### config.mk
export PLATFORM = sky130hd
export DESIGN_NAME = axil_cfg_slave_flat
export DESIGN_NICKNAME = d
export VERILOG_FILES = /design/src/rtl/axil_cfg_slave_pkg.sv /design/src/rtl/axil_cfg_slave_if.sv /design/src/rtl/axil_rd_ctrl.sv /design/src/rtl/axil_cfg_slave.sv /design/src/flat_wrapper.sv
export SDC_FILE = /design/constraint.sdc
export NUM_CORES = 1
export LEC_CHECK = 0
export BUFFER_PORTS_ARGS = -buffer_cell sky130_fd_sc_hd__buf_2
export CORE_UTILIZATION = 53
export DETAILED_ROUTE_END_ITERATION = 10
export GPL_TIMING_DRIVEN = 0
export PLACE_DENSITY = 0.86
export SETUP_SLACK_MARGIN = 0.15
export SYNTH_ARGS = -nofsm -noshare
export SYNTH_HDL_FRONTEND = slang
export SYNTH_HIERARCHICAL = 1
export SYNTH_SLANG_ARGS = --single-unit
### constraint.sdc
create_clock -name axis_clk -period 4.35 [get_ports axis_clk]
set_input_delay 0.435 -clock axis_clk [delete_from_list [all_inputs] [get_ports axis_clk]]
set_output_delay 0.435 -clock axis_clk [all_outputs]
set_load 0.01 [all_outputs]
### src/rtl/axil_cfg_slave_pkg.sv
// Shared constants and types for the AXI-Lite configuration slave:
// address map, ap_ctrl bit positions, FSM encodings and tap decode helper.
package axil_cfg_slave_pkg;

  localparam int unsigned ADDR_AP_CTRL  = 32'h000;
  localparam int unsigned ADDR_DATA_LEN = 32'h010;
  localparam int unsigned ADDR_TAP_BASE = 32'h040;

  localparam int unsigned AP_START_BIT = 0;
  localparam int unsigned AP_DONE_BIT  = 1;
  localparam int unsigned AP_IDLE_BIT  = 2;

  typedef enum logic [1:0] {W_IDLE, W_ADDR, W_DATA} w_state_e;
  typedef enum logic [1:0] {R_IDLE, R_ADDR, R_WAIT, R_VALID} r_state_e;

  // Where the read data captured in R_WAIT comes from.
  typedef enum logic [1:0] {RD_SRC_REG, RD_SRC_TAP, RD_SRC_BUSY} rd_src_e;

  // Word-aligned address inside the populated part of the tap window.
  function automatic logic tap_hit(input logic [31:0] addr, input int unsigned num);
    return (addr >= ADDR_TAP_BASE) && (addr < ADDR_TAP_BASE + 4 * num) &&
           (addr[1:0] == 2'b00);
  endfunction

endpackage

### src/rtl/axil_cfg_slave_if.sv
// AXI-Lite bus without a B channel, as used by the FIR configuration port.
interface axil_cfg_slave_if #(
  parameter int unsigned pADDR_WIDTH = 12,
  parameter int unsigned pDATA_WIDTH = 32
) ();

  logic [pADDR_WIDTH-1:0] awaddr;
  logic                   awvalid;
  logic                   awready;
  logic [pDATA_WIDTH-1:0] wdata;
  logic                   wvalid;
  logic                   wready;
  logic [pADDR_WIDTH-1:0] araddr;
  logic                   arvalid;
  logic                   arready;
  logic [pDATA_WIDTH-1:0] rdata;
  logic                   rvalid;
  logic                   rready;

  modport master (
    output awaddr, awvalid, wdata, wvalid, araddr, arvalid, rready,
    input  awready, wready, arready, rdata, rvalid
  );

  modport slave (
    input  awaddr, awvalid, wdata, wvalid, araddr, arvalid, rready,
    output awready, wready, arready, rdata, rvalid
  );

endinterface

### src/rtl/axil_rd_ctrl.sv
// AXI-Lite read path: address handshake, tap BRAM request, result capture
// and rvalid/rdata hold until the master accepts.
module axil_rd_ctrl
  import axil_cfg_slave_pkg::*;
#(
  parameter int unsigned pADDR_WIDTH = 12,
  parameter int unsigned pDATA_WIDTH = 32,
  parameter int unsigned Tape_Num    = 11
) (
  input  logic                   i_clk,
  input  logic                   i_rst_n,
  input  logic [pADDR_WIDTH-1:0] i_araddr,
  input  logic                   i_arvalid,
  output logic                   o_arready,
  output logic [pDATA_WIDTH-1:0] o_rdata,
  output logic                   o_rvalid,
  input  logic                   i_rready,
  input  logic                   i_idle,
  output logic                   o_tap_req,
  output logic [pADDR_WIDTH-1:0] o_tap_addr,
  input  logic                   i_tap_gnt,
  input  logic [pDATA_WIDTH-1:0] i_tap_do,
  input  logic [pDATA_WIDTH-1:0] i_reg_rdata,
  output logic [pADDR_WIDTH-1:0] o_araddr,
  output logic                   o_rd_fire
);

  r_state_e               r_state;
  rd_src_e                r_src;
  logic                   r_arready;
  logic                   r_rvalid;
  logic [pADDR_WIDTH-1:0] r_araddr;
  logic [pDATA_WIDTH-1:0] r_rdata;
  logic                   w_tap_hit;

  assign w_tap_hit  = tap_hit(32'(r_araddr), Tape_Num);
  assign o_tap_req  = (r_state == R_ADDR) && w_tap_hit && i_idle;
  assign o_tap_addr = r_araddr - pADDR_WIDTH'(ADDR_TAP_BASE);
  assign o_arready  = r_arready;
  assign o_rvalid   = r_rvalid;
  assign o_rdata    = r_rdata;
  assign o_araddr   = r_araddr;
  assign o_rd_fire  = r_rvalid && i_rready;

  // Read FSM with registered handshake and data outputs.
  always_ff @(posedge i_clk) begin
    if (!i_rst_n) begin
      r_state   <= R_IDLE;
      r_src     <= RD_SRC_REG;
      r_arready <= 1'b0;
      r_rvalid  <= 1'b0;
      r_araddr  <= '0;
      r_rdata   <= '0;
    end else begin
      unique case (r_state)
        R_IDLE: begin
          if (r_arready && i_arvalid) begin
            r_arready <= 1'b0;
            r_araddr  <= i_araddr;
            r_state   <= R_ADDR;
          end else begin
            r_arready <= i_arvalid;
          end
        end
        R_ADDR: begin
          // A tap read waits here while a config write owns the BRAM port.
          if (w_tap_hit && i_idle) begin
            if (i_tap_gnt) begin
              r_src   <= RD_SRC_TAP;
              r_state <= R_WAIT;
            end
          end else begin
            r_src   <= w_tap_hit ? RD_SRC_BUSY : RD_SRC_REG;
            r_state <= R_WAIT;
          end
        end
        R_WAIT: begin
          unique case (r_src)
            RD_SRC_TAP:  r_rdata <= i_tap_do;
            RD_SRC_BUSY: r_rdata <= '1;
            default:     r_rdata <= i_reg_rdata;
          endcase
          r_rvalid <= 1'b1;
          r_state  <= R_VALID;
        end
        R_VALID: begin
          if (i_rready) begin
            r_rvalid <= 1'b0;
            r_state  <= R_IDLE;
          end
        end
        default: r_state <= R_IDLE;
      endcase
    end
  end

endmodule

### src/rtl/axil_cfg_slave.sv
// AXI-Lite configuration slave for the FIR engine: ap_ctrl and data_length
// registers, tap coefficient access through the shared tap BRAM port, and
// hand-over of that port to the engine while it runs.
module axil_cfg_slave
  import axil_cfg_slave_pkg::*;
#(
  parameter int unsigned pADDR_WIDTH = 12,
  parameter int unsigned pDATA_WIDTH = 32,
  parameter int unsigned Tape_Num    = 11
) (
  input  logic                   axis_clk,
  input  logic                   axis_rst_n,
  axil_cfg_slave_if.slave        s_axil,
  output logic [3:0]             tap_WE,
  output logic                   tap_EN,
  output logic [pDATA_WIDTH-1:0] tap_Di,
  output logic [pADDR_WIDTH-1:0] tap_A,
  input  logic [pDATA_WIDTH-1:0] tap_Do,
  input  logic                   core_tap_EN,
  input  logic [pADDR_WIDTH-1:0] core_tap_A,
  output logic                   ap_start_o,
  input  logic                   core_done,
  output logic [pDATA_WIDTH-1:0] data_length_o
);

  w_state_e               r_wstate;
  logic                   r_awready;
  logic                   r_wready;
  logic [pADDR_WIDTH-1:0] r_awaddr;

  logic                   r_ap_start;
  logic                   r_ap_done;
  logic                   r_ap_idle;
  logic                   r_ap_start_o;
  logic [pDATA_WIDTH-1:0] r_data_length;

  logic                   w_wr_fire;
  logic                   w_tap_wr;
  logic                   w_wr_ctrl;
  logic                   w_wr_len;
  logic                   w_rd_tap_req;
  logic                   w_rd_tap_gnt;
  logic [pADDR_WIDTH-1:0] w_rd_tap_addr;
  logic [pADDR_WIDTH-1:0] w_rd_addr;
  logic                   w_rd_fire;
  logic                   w_rd_ctrl_fire;
  logic [pDATA_WIDTH-1:0] w_reg_rdata;

  assign s_axil.awready = r_awready;
  assign s_axil.wready  = r_wready;
  assign ap_start_o     = r_ap_start_o;
  assign data_length_o  = r_data_length;

  assign w_wr_fire = (r_wstate == W_DATA) && r_wready && s_axil.wvalid;
  // Reset gating keeps a write caught mid-reset from reaching the BRAM.
  assign w_tap_wr  = axis_rst_n && w_wr_fire && r_ap_idle &&
                     tap_hit(32'(r_awaddr), Tape_Num);
  assign w_wr_ctrl = w_wr_fire && (r_awaddr == pADDR_WIDTH'(ADDR_AP_CTRL));
  assign w_wr_len  = w_wr_fire && r_ap_idle && (r_awaddr == pADDR_WIDTH'(ADDR_DATA_LEN));

  assign w_rd_tap_gnt   = !w_tap_wr;
  assign w_rd_ctrl_fire = w_rd_fire && (w_rd_addr == pADDR_WIDTH'(ADDR_AP_CTRL));

  // Write FSM: one-cycle awready, then wready held until the data beat.
  always_ff @(posedge axis_clk) begin
    if (!axis_rst_n) begin
      r_wstate  <= W_IDLE;
      r_awready <= 1'b0;
      r_wready  <= 1'b0;
      r_awaddr  <= '0;
    end else begin
      unique case (r_wstate)
        W_IDLE: begin
          if (r_awready && s_axil.awvalid) begin
            r_awready <= 1'b0;
            r_awaddr  <= s_axil.awaddr;
            r_wstate  <= W_ADDR;
          end else begin
            r_awready <= s_axil.awvalid;
          end
        end
        W_ADDR: begin
          r_wready <= 1'b1;
          r_wstate <= W_DATA;
        end
        W_DATA: begin
          if (w_wr_fire) begin
            r_wready <= 1'b0;
            r_wstate <= W_IDLE;
          end
        end
        default: r_wstate <= W_IDLE;
      endcase
    end
  end

  // ap_ctrl / data_length state; core_done outranks the read-to-clear of ap_done.
  always_ff @(posedge axis_clk) begin
    if (!axis_rst_n) begin
      r_ap_start    <= 1'b0;
      r_ap_done     <= 1'b0;
      r_ap_idle     <= 1'b1;
      r_ap_start_o  <= 1'b0;
      r_data_length <= '0;
    end else begin
      r_ap_start_o <= r_ap_start;
      if (r_ap_start) begin
        r_ap_start <= 1'b0;
        r_ap_idle  <= 1'b0;
      end else if (w_wr_ctrl && s_axil.wdata[AP_START_BIT] && r_ap_idle) begin
        r_ap_start <= 1'b1;
      end
      if (w_rd_ctrl_fire) begin
        r_ap_done <= 1'b0;
      end
      if (core_done) begin
        r_ap_done <= 1'b1;
        r_ap_idle <= 1'b1;
      end
      if (w_wr_len) begin
        r_data_length <= s_axil.wdata;
      end
    end
  end

  // Register read data for the address latched by the read path.
  always_comb begin
    w_reg_rdata = '0;
    if (w_rd_addr == pADDR_WIDTH'(ADDR_AP_CTRL)) begin
      w_reg_rdata[AP_START_BIT] = r_ap_start;
      w_reg_rdata[AP_DONE_BIT]  = r_ap_done;
      w_reg_rdata[AP_IDLE_BIT]  = r_ap_idle;
    end else if (w_rd_addr == pADDR_WIDTH'(ADDR_DATA_LEN)) begin
      w_reg_rdata = r_data_length;
    end
  end

  // Tap BRAM arbiter: engine while busy, else config write before config read.
  always_comb begin
    tap_WE = 4'b0000;
    tap_EN = 1'b0;
    tap_Di = s_axil.wdata;
    tap_A  = '0;
    if (axis_rst_n) begin
      if (!r_ap_idle) begin
        tap_EN = core_tap_EN;
        tap_A  = core_tap_A;
      end else if (w_tap_wr) begin
        tap_WE = 4'b1111;
        tap_EN = 1'b1;
        tap_A  = r_awaddr - pADDR_WIDTH'(ADDR_TAP_BASE);
      end else if (w_rd_tap_req) begin
        tap_EN = 1'b1;
        tap_A  = w_rd_tap_addr;
      end
    end
  end

  axil_rd_ctrl #(
    .pADDR_WIDTH (pADDR_WIDTH),
    .pDATA_WIDTH (pDATA_WIDTH),
    .Tape_Num    (Tape_Num)
  ) u_rd_ctrl (
    .i_clk       (axis_clk),
    .i_rst_n     (axis_rst_n),
    .i_araddr    (s_axil.araddr),
    .i_arvalid   (s_axil.arvalid),
    .o_arready   (s_axil.arready),
    .o_rdata     (s_axil.rdata),
    .o_rvalid    (s_axil.rvalid),
    .i_rready    (s_axil.rready),
    .i_idle      (r_ap_idle),
    .o_tap_req   (w_rd_tap_req),
    .o_tap_addr  (w_rd_tap_addr),
    .i_tap_gnt   (w_rd_tap_gnt),
    .i_tap_do    (tap_Do),
    .i_reg_rdata (w_reg_rdata),
    .o_araddr    (w_rd_addr),
    .o_rd_fire   (w_rd_fire)
  );

endmodule

### src/flat_wrapper.sv
// flat-port wrapper written by rule: the top's interface ports become plain ports
module axil_cfg_slave_flat import axil_cfg_slave_pkg::*;
#(
  parameter int unsigned pADDR_WIDTH = 12,
  parameter int unsigned pDATA_WIDTH = 32,
  parameter int unsigned Tape_Num    = 11
)
  (axis_clk, axis_rst_n, tap_WE, tap_EN, tap_Di, tap_A, tap_Do, core_tap_EN, core_tap_A, ap_start_o, core_done, data_length_o, s_axil_awaddr, s_axil_awvalid, s_axil_wdata, s_axil_wvalid, s_axil_araddr, s_axil_arvalid, s_axil_rready, s_axil_awready, s_axil_wready, s_axil_arready, s_axil_rdata, s_axil_rvalid);
  axil_cfg_slave_if #(.pADDR_WIDTH(pADDR_WIDTH), .pDATA_WIDTH(pDATA_WIDTH)) s_axil_i ();
  input  logic axis_clk;
  input  logic axis_rst_n;
  output logic [3:0] tap_WE;
  output logic tap_EN;
  output logic [pDATA_WIDTH-1:0] tap_Di;
  output logic [pADDR_WIDTH-1:0] tap_A;
  input  logic [pDATA_WIDTH-1:0] tap_Do;
  input  logic core_tap_EN;
  input  logic [pADDR_WIDTH-1:0] core_tap_A;
  output logic ap_start_o;
  input  logic core_done;
  output logic [pDATA_WIDTH-1:0] data_length_o;
  input wire logic [$bits(s_axil_i.awaddr)-1:0] s_axil_awaddr;
  input wire logic [$bits(s_axil_i.awvalid)-1:0] s_axil_awvalid;
  input wire logic [$bits(s_axil_i.wdata)-1:0] s_axil_wdata;
  input wire logic [$bits(s_axil_i.wvalid)-1:0] s_axil_wvalid;
  input wire logic [$bits(s_axil_i.araddr)-1:0] s_axil_araddr;
  input wire logic [$bits(s_axil_i.arvalid)-1:0] s_axil_arvalid;
  input wire logic [$bits(s_axil_i.rready)-1:0] s_axil_rready;
  output wire logic [$bits(s_axil_i.awready)-1:0] s_axil_awready;
  output wire logic [$bits(s_axil_i.wready)-1:0] s_axil_wready;
  output wire logic [$bits(s_axil_i.arready)-1:0] s_axil_arready;
  output wire logic [$bits(s_axil_i.rdata)-1:0] s_axil_rdata;
  output wire logic [$bits(s_axil_i.rvalid)-1:0] s_axil_rvalid;
  assign s_axil_i.awaddr = s_axil_awaddr;
  assign s_axil_i.awvalid = s_axil_awvalid;
  assign s_axil_i.wdata = s_axil_wdata;
  assign s_axil_i.wvalid = s_axil_wvalid;
  assign s_axil_i.araddr = s_axil_araddr;
  assign s_axil_i.arvalid = s_axil_arvalid;
  assign s_axil_i.rready = s_axil_rready;
  assign s_axil_awready = s_axil_i.awready;
  assign s_axil_wready = s_axil_i.wready;
  assign s_axil_arready = s_axil_i.arready;
  assign s_axil_rdata = s_axil_i.rdata;
  assign s_axil_rvalid = s_axil_i.rvalid;
  axil_cfg_slave #(.pADDR_WIDTH(pADDR_WIDTH), .pDATA_WIDTH(pDATA_WIDTH), .Tape_Num(Tape_Num)) u_core (.axis_clk(axis_clk), .axis_rst_n(axis_rst_n), .s_axil(s_axil_i), .tap_WE(tap_WE), .tap_EN(tap_EN), .tap_Di(tap_Di), .tap_A(tap_A), .tap_Do(tap_Do), .core_tap_EN(core_tap_EN), .core_tap_A(core_tap_A), .ap_start_o(ap_start_o), .core_done(core_done), .data_length_o(data_length_o));
endmodule
==> results.yml <==
worst_setup_path:
  crit_type: "reg2out"
  cp-start-kind: "flip-flop"
  crit_path_max_fanout: 7
  required_ns: 3.91
  cp.arrival_ns: 3.06
  worstReg2RegStart: "u_core/u_rd_ctrl/o_araddr[6]$_SDFFE_PN0P_"
  cp-end-kind: "primary output"
  setup.worst_path.start: "u_core/u_rd_ctrl/o_araddr[6]$_SDFFE_PN0P_"
routing:
  first_pass_iters: 6
  wl_per_cell_um: 14.6
  drt-total-wl_um: 16000
  drt_iter0_drc: 214
  drc: 0
  vias: 5718
  vias_per_cell: 5.23
  postRouteAntennaNets: 0
power_and_ir_drop:
  clock_power_share_pct: 27.2
  p_total_mw: 2.19
  ir_drop_uv: 162
  power.density_nw_per_um2: 307
  p_seq_share_pct: 45.9
  power.leakage_nw: 3.10
  sw_frac_of_total_pct: 33.2
  switchingPower_mw: 0.728
  combPwrFrac_pct: 26.9
  p_int_mw: 1.46
clock_network:
  hold_buffers: 0
  cts_tree: "built"
  path_clk_slew_ns: 0.11
  clkSinkCount: 102
  clockBufferDepth: 2
  clockRootBuffer: "clkbuf_8"
  post_cts_buffers: 0
  cts-htree-levels: 3
  clock_latency_ns: 0.38
  numCtsBuffers: 9
  cts_resized: 0
floorplanning:
  die_y_um: 105
  core_region_area_um2: 10300
  ios: 226
  die_w_um: 105
  rows: 37
  die_area_um2: 11100
  initial_core_util_pct: 54.7
cells_and_area:
  stdcell_count: 1094
  drive_above_1_share_pct: 31.9
  area_growth_pct: 26.3
  n_antenna_cell: 0
  fillers: 905
  fin_util_pct: 69.2
  finalNetCount: 1071
  final_cell_mix: "buf_2 (229), nand2_1 (158), dfxtp_1 (102), a21boi_0 (58), nor2b_1 (42)"
  final_common_cell: "buf_2"
timing:
  finalCritPeriodShare_pct: 80.4
  fin_tns_setup_ns: 0
  hold_violations: 0
  skew_ns: 0.0121
  tightest_slew_ns: 0.826
  period_needed_ns: 3.50
  setup_violations: 0
  setup_ws_ns: 0.854
  rsz0062_at_grt: "no"
  slew_violations: 0
  slew_headroom_pct: 44.9
  max_freq_mhz: 286
grt:
  grt_pass1_wl_um: 25100
  grt_max_degree: 18
  grt-ovfl-total: 0
  grtUsageTotal_pct: 28.4
  antenna_found_initial: 0
  grt_pass1_vias: 5254
synthesis:
  syn_area_per_cell_um2: 7.88
  synth_top_area_share_pct: 36.1
  ys.flop_type: "dfxtp_1"
  synth-seq-cells: 102
  ys_seq_area_share_pct: 36.1
  netlist_instances: 717
  synth-edff-count: 0
  ys_types: 48
  syn_area_um2: 5650
  syn-num-nets: 835
  synth_largest_area_cell: "dfxtp_1"
  synth-async-reset-ratio_pct: 0
  yosys-top-cells-area: "dfxtp_1 (36%), nand2_1 (10%), a21boi_0 (7.7%)"
  yosys_warnings: 6
placement:
  dp.cells: 1078
  place_congestion: 0.873
  io_buffers: 225
  place_hpwl_um: 12500
  dp_slack_ns: 1.28
run:
  cap_violations: 0
min_path:
  hold_path_class: "in2reg"
  min-delay-start: "core_done"
outcome:
  status: "finished, final reports clean"
[path summary, 6_finish.rpt]
check	to	slack, ns	depth (start not counted)
setup / recovery	tap_A[2]	0.85	9
hold / removal	u_core/r_ap_idle$_SDFFE_PP1P_	0.26	2
setup reg to reg	u_core/u_rd_ctrl/o_rdata[29]$_SDFFE_PN0P_	1.84	10
hold reg to reg	u_core/r_ap_start$_SDFF_PP0_	0.46	1
[through the flow]
stage | hold slack, ns | area (µm²)
floorplan | 0.422 | 5650
global placement | 0.449 | 6950
detailed placement | 0.447 | 6950
CTS | 0.257 | 7140
global route | 0.268 | 7140
finish | 0.260 | 7140
[power by group through the flow]
stage,clock network (mW),logic [mW],registers [mW]
2_1_floorplan,0,0.398,1.02
3_3_place_gp,0,0.567,1.02
3_5_place_dp,0,0.581,1.02
4_1_cts,0.605,0.584,1.00
5_1_grt,0.652,0.650,1.01
6_report,0.596,0.590,1.00
[metal layers]
layer	part of all wire [%]	track usage, %	vias up
met5	0	0	-
met4	2.2	9.46	0
met3	6.4	5.69	36
met2	48	46.6	208
met1	44	37.2	2643
li1	-	-	2831
[cells by family after synthesis]
| kind of cell | count (synthesis) | share of synthesized area (%) |
|---|---|---|
| flops | 102 | 36.1 |
| buf+inv | 104 | 9.85 |
| xor+xnor | 6 | 0.930 |
| compound gates | 158 | 17.8 |
| simple gates | 299 | 26.3 |
| mux | 38 | 6.73 |
| fa+ha+maj | 10 | 2.21 |
[cell type report]
| cell class | count | area [µm²] | share of cell area, % |
|---|---|---|---|
| multi-input combinational | 511 | 3050 | 42.8 |
| sequential | 102 | 2040 | 28.6 |
| timing repair buffer | 225 | 1130 | 15.8 |
| buffer | 88 | 497 | 6.96 |
| tap | 136 | 170 | 2.38 |
| clock buffer | 11 | 151 | 2.12 |
| inverter | 16 | 60.1 | 0.841 |
| clock inverter | 5 | 40.0 | 0.561 |
[synth_stat cells, types with 4 or more instances]
master    number
mux2i_1       38
o31a_1         4
o221a_2        5
a21oi_1       41
nor4_1         6
and2_1        37
nor2b_1       42
dfxtp_1      102
ha_1          10
o21ai_0       39
a21boi_0      58
buf_2          4
buf_4         41
inv_1         15
nand3_1        7
and3_2         6
and3_1         5
nor2_1        14
nor3_1         5
clkbuf_1      39
xor2_1         4
nand2_1      158
[critical path, stage by stage, from the launching register on]
cell and delay (ns):
dfxtp_1 0.47, ha_1 0.20, or4b_1 0.43, a211o_1 0.36, and4bb_2 0.38, and2_1 0.14, clkbuf_1 0.23, and3_2 0.23
o31a_1 0.12, buf_2 0.12
[state kept, by name, summed over array words and instances (netlist names), 2 cells and up]
register	cells
u_core/r_awaddr	12
u_core/u_rd_ctrl/r_state	2
u_core/r_wstate	2
u_core/data_length_o	32
u_core/u_rd_ctrl/o_araddr	12
u_core/u_rd_ctrl/r_src	2
u_core/u_rd_ctrl/o_rdata	32
No activity file was read; power rests on OpenSTA's default activity.
